===== config.mk =====
export PLATFORM = sky130hd
export DESIGN_NAME = scroll_display
export DESIGN_NICKNAME = d
export VERILOG_FILES = /design/src/rtl/scroll_display.sv
export SDC_FILE = /design/constraint.sdc
export NUM_CORES = 1
export LEC_CHECK = 0
export CAP_MARGIN = 20
export CORE_UTILIZATION = 58
export CTS_CLUSTER_SIZE = 30
export DETAILED_ROUTE_END_ITERATION = 6
export GPL_TIMING_DRIVEN = 0
export PLACE_DENSITY = 0.82
export SYNTH_ARGS = -nofsm -noshare
export SYNTH_HDL_FRONTEND = slang
export SYNTH_SLANG_ARGS = --single-unit

===== constraint.sdc =====
create_clock -name clk -period 4.7 [get_ports clk]
set_input_delay 0.94 -clock clk [delete_from_list [all_inputs] [get_ports clk]]
set_output_delay 0.94 -clock clk [all_outputs]
set_load 0.02 [all_outputs]

===== src/rtl/scroll_display.sv =====
// scroll_display: N-digit multiplexed seven-segment scroller (marquee mode with SCROLL_MARQUEE_EN)
module scroll_display #(
  parameter int DIGITS        = 7,
  parameter int SEG_W         = 7,
  parameter int SCAN_DIV      = 25000,
  parameter int STEP_DIV_BASE = 6250000
) (
  input  logic              clk,
  input  logic              rst_n,
  input  logic              enable,
  input  logic              dir,
  input  logic              mode,
  input  logic [1:0]        freq,
  input  logic              wr_en,
  input  logic [3:0]        wr_addr,
  input  logic [SEG_W-1:0]  wr_data,
  output logic [DIGITS-1:0] trans,
  output logic [SEG_W-1:0]  led7seg,
  output logic              step_pulse,
  output logic              wrap
);
  localparam int SCW = SCAN_DIV > 1 ? $clog2(SCAN_DIV) : 1;
  localparam int TW  = $clog2(STEP_DIV_BASE * 8);
  localparam int SLW = $clog2(DIGITS);
  localparam int OW  = $clog2(2 * DIGITS);
  localparam int IW  = $clog2(3 * DIGITS);
  logic [SEG_W-1:0]  seg_buf_q [DIGITS];
  logic [SEG_W-1:0]  seg_buf_d [DIGITS];
  logic [SCW-1:0]    scan_q, scan_d;
  logic [SLW-1:0]    sel_q, sel_d;
  logic [TW-1:0]     timer_q, timer_d;
  logic [OW-1:0]     offset_q, offset_d;
  logic              step_pulse_q, step_pulse_d;
  logic              wrap_q, wrap_d;
  logic [DIGITS-1:0] trans_q, trans_d;
  logic [SEG_W-1:0]  led7seg_q, led7seg_d;
  logic              scan_term, step_due, step, marq, mode_chg, blank;
  logic [TW:0]       period;
  logic [OW-1:0]     off_max, off_nxt;
  logic [IW-1:0]     idx, wrapped;
  logic [SLW-1:0]    pos;
`ifdef SCROLL_MARQUEE_EN
  logic mode_q;
  // remember the previous mode so a change can restart the scroll cleanly
  always_ff @(posedge clk or negedge rst_n)
    if (!rst_n) mode_q <= 1'b0;
    else        mode_q <= mode;
  assign marq     = mode;
  assign mode_chg = mode != mode_q;
`else
  logic unused_mode;
  assign unused_mode = mode;
  assign marq        = 1'b0;
  assign mode_chg    = 1'b0;
`endif
  // buffer write port; slots at or beyond DIGITS match no entry
  always_comb
    for (int i = 0; i < DIGITS; i++)
      seg_buf_d[i] = (wr_en && 32'(wr_addr) == i) ? wr_data : seg_buf_q[i];
  // scan slot counter and digit select, parked at 0 while disabled
  always_comb begin
    scan_term = scan_q == SCW'(SCAN_DIV - 1);
    scan_d    = (!enable || scan_term) ? '0 : scan_q + SCW'(1);
    sel_d     = !enable ? '0 : !scan_term ? sel_q : (sel_q == SLW'(DIGITS - 1)) ? '0 : sel_q + SLW'(1);
  end
  // step timer and scroll offset; >= compare keeps a shortened period from stalling
  always_comb begin
    period       = (TW + 1)'(STEP_DIV_BASE) << (2'd3 - freq);
    step_due     = {1'b0, timer_q} >= period - (TW + 1)'(1);
    step         = enable && !mode_chg && step_due;
    timer_d      = (!enable || mode_chg || step_due) ? '0 : timer_q + TW'(1);
    off_max      = marq ? OW'(2 * DIGITS - 1) : OW'(DIGITS - 1);
    off_nxt      = dir ? ((offset_q == '0) ? off_max : offset_q - OW'(1))
                       : ((offset_q == off_max) ? '0 : offset_q + OW'(1));
    offset_d     = (!enable || mode_chg) ? '0 : step ? off_nxt : offset_q;
    step_pulse_d = step;
    wrap_d       = step && off_nxt == '0;
  end
  // digit/pattern pair for the current scan position, blanked while disabled
  always_comb begin
    idx = IW'(sel_q) + IW'(offset_q);
`ifdef SCROLL_MARQUEE_EN
    wrapped = (idx >= IW'(2 * DIGITS)) ? idx - IW'(2 * DIGITS) : idx;
    blank   = marq && wrapped >= IW'(DIGITS);
`else
    wrapped = idx;
    blank   = 1'b0;
`endif
    pos       = SLW'((wrapped >= IW'(DIGITS)) ? wrapped - IW'(DIGITS) : wrapped);
    trans_d   = enable ? ~({1'b1, {(DIGITS - 1){1'b0}}} >> sel_q) : '1;
    led7seg_d = (enable && !blank) ? seg_buf_q[pos] : '1;
  end
  // pattern buffer, reset to blank
  always_ff @(posedge clk or negedge rst_n)
    if (!rst_n) for (int i = 0; i < DIGITS; i++) seg_buf_q[i] <= '1;
    else        seg_buf_q <= seg_buf_d;
  // counters, offset and registered outputs
  always_ff @(posedge clk or negedge rst_n)
    if (!rst_n) begin
      scan_q       <= '0;
      sel_q        <= '0;
      timer_q      <= '0;
      offset_q     <= '0;
      step_pulse_q <= 1'b0;
      wrap_q       <= 1'b0;
      trans_q      <= '1;
      led7seg_q    <= '1;
    end else begin
      scan_q       <= scan_d;
      sel_q        <= sel_d;
      timer_q      <= timer_d;
      offset_q     <= offset_d;
      step_pulse_q <= step_pulse_d;
      wrap_q       <= wrap_d;
      trans_q      <= trans_d;
      led7seg_q    <= led7seg_d;
    end
  assign trans      = trans_q;
  assign led7seg    = led7seg_q;
  assign step_pulse = step_pulse_q;
  assign wrap       = wrap_q;
endmodule


==> flow_summary.yaml <==
pwr:
  internal_power_mw: 2.184
  leakage_nw: 3.082
  p_sw_mw: 0.6709
  switching_share_pct: 23.50
  clkPwrFrac_pct: 44.8
  power_frac_comb_pct: 11.3
  power_mw: 2.855
  power.density_mw_per_mm2: 375.9
  power_frac_seq_pct: 43.9
  max-vdd-ir-drop_uv: 385.3
cells_and_area:
  drive_gt1_share_pct: 25.76
  layout_common_cells: "nor2_1, dfstp_2, dfrtp_1"
  diodes: 0
  final_nets: 700
  final_area_mm2: 0.007595
  area_growth_pct: 17.27
  layout_commonest_cell: "nor2_1"
  postLayoutCoreUtil_pct: 70.06
  fillers: 744
cts:
  cts_hold_buf: 0
  cts_buffer_depth: 2
  clock_sinks: 113
  htree_levels: 4
  clkLatencyLatePin_ns: 0.53
  cts_buffers: 17
  root_buffer: "clkbuf_8"
  postCtsSetupBuffers: 0
  clkTransAtPathRegs_ns: 0.06
  cts_tree: "yes"
  cts_resized: 0
placed_design:
  hpwlAfterDp_mm: 9.763
  gp_congestion: 0.8632
  pre_cts_ws_ns: 0.6780
  portBuffers: 32
  post_dp_cell_area_mm2: 0.007000
sta:
  slew_viol_final: 0
  period_minus_slack_ns: 3.498
  setup_viol: 0
  hold_viol_final: 0
  fin_skew_ns: 0.008197
  timing.final.ws_setup_ns: 1.203
  tns_ns: 0
  fmax_mhz: 285.9
  worstMarginPinSlew_ns: 0.7890
  rsz0062_at_grt: "false"
  slew_headroom_pct: 47.00
  timing.final.crit_share_pct: 74.41
logic_synthesis:
  ys_ff_latch: 113
  ys_warn_count: 0
  synth_area_leader_cell: "dfstp_2"
  yosysUniqueCellTypes: 54
  async_flop_share_pct: 100.0
  synthCells: 594
  postSynthAreaPerCell_um2: 10.90
  yosys_most_used_dff: "dfstp_2"
  netlist_area_mm2: 0.006476
  synth-edff-count: 0
  ys_top_cells_by_area: "dfstp_2, dfrtp_1, mux2_2"
  yosys.area.top_type_share_pct: 25.56
  yosysSeqAreaShare_pct: 44.88
die:
  initial_core_util_pct: 59.74
  core_area_mm2: 0.01084
  die_area_mm2: 0.01159
  die_y_um: 107.7
  fp-row-count: 38
  io_pins: 35
  die_w_um: 107.7
setup_path:
  end_kind: "flip-flop"
  cp_cell_sequence: "clkdlybuf4s50_1 -> inv_1 -> nand2_1 -> ha_1 -> ha_1 -> nand3_1 -> or4_1 -> and3_1 -> a221o_1 -> nand2_2 -> mux2i_1"
  arrival_ns: 3.94
  crit_required_ns: 5.14
  r2r_slack_ns: 1.30
  crit_type: "in2reg"
  timing.rr.start: "offset_q[0]"
  cpMostUsedCell: "ha_1"
  r2r-end: "led7seg[1]"
  crit_family: "simple AND/OR/NAND/NOR gates"
  critPathBufInv: 2
  crit_slowest_cell: "clkdlybuf4s50_1"
  start_kind: "input port"
  rr_worst_depth: 10
  critPathMaxFanout: 6
  crit_path_max_incr_delay_ns: 0.51
detailed_routing:
  vias: 4793
  drc: 0
  drtAntennaViolNets: 0
  vias_per_cell: 5.991
  firstDrtPassIters: 4
  drt-wirelength-per-cell_um: 17.90
  routed_wl_mm: 14.32
  drt_iter0_markers: 278
grt:
  grt_overflow: 0
  grt_pass1_wl_mm: 23.38
  grt_usage_pct: 26.60
  grt_start_max_net_pins: 70
  grt_pass1_vias: 4851
  grt_antenna_before_repair: 0
run_status:
  status: "finished clean"
run:
  max_cap_violations: 0
hold_path:
  min_path_type: "in2async"
[state kept, by name, summed over array words and instances (netlist names)]
name and cells:
offset_q 4, seg_buf_q 49, trans 7, timer_q 26, wrap 1, step_pulse 1
scan_q 15, led7seg 7, sel_q 3
[cells by family (layout without fill, tap and decap cells)]
family / after synthesis / in the layout / synth area share, %
xor gates and xnor gates: 38 / 38 / 5.139
AOI/OAI and AO/OA: 67 / 67 / 7.129
buffers and inverters: 39 / 104 / 2.763
and+or+nand+nor: 198 / 198 / 14.97
DFF: 113 / 113 / 44.88
adders and majority gates: 34 / 34 / 6.685
muxes: 104 / 104 / 18.37
other: 1 / 2 / 0.05790
[routing by layer]
metal	vias to the layer above	global-route usage [%]	routed length [um]
li1	2229	-	-
met1	2398	32.39	5986
met2	140	45.33	7403
met3	26	6.840	668
met4	0	9.785	261
met5	-	0	0
[per-stage QoR]
step / instances / hold WS (ns)
after floorplan: 595 / 0.4494
after global placement: 767 / 0.4646
after detailed placement: 768 / 0.4836
after CTS: 800 / 0.4284
after global routing: 800 / 0.4598
final: 800 / 0.4253
[power by group through the flow]
stage	Clock, mW	Combinational [mW]	Sequential [mW]
after floorplan	0	0.207	1.25
after global placement	0	0.297	1.25
after detailed placement	0	0.319	1.26
after CTS	1.29	0.325	1.25
after global routing	1.34	0.353	1.27
final	1.28	0.323	1.25
[worst max path at each step]
stage	slack, ns	startpoint	cells past startpoint	to
floorplan	1.53	freq[0]	11	timer_q[12]
global placement	-1.25	rst_n	1	timer_q[12]
detailed placement	0.68	freq[0]	11	offset_q[3]
CTS	1.22	freq[0]	11	offset_q[3]
global route	1.06	freq[0]	11	offset_q[3]
finish	1.20	freq[0]	11	offset_q[0]
[cell usage after synthesis, types with 12 or more instances]
master	instances
clkbuf_1	14
dfrtp_1	50
dfstp_2	63
ha_1	33
inv_1	16
mux2_2	49
mux2i_1	48
nand2_1	44
nand3_1	32
nor2_1	64
o211ai_1	21
o21ai_0	12
xor2_1	27
[final cells by class]
cell class              instances  area [um2]  share of cell area, %
plain buffers                  23       118.9                  1.565
clock buffers                  21       459.2                  6.046
clock inverters                11       135.1                  1.779
inverters                      16       60.06                 0.7908
multi-input cells             443        3395                  44.70
flip-flops and latches        113        2907                  38.27
well taps                     140       175.2                  2.306
repair buffers                 33       345.3                  4.547
Power figures use the tool's default switching activity.
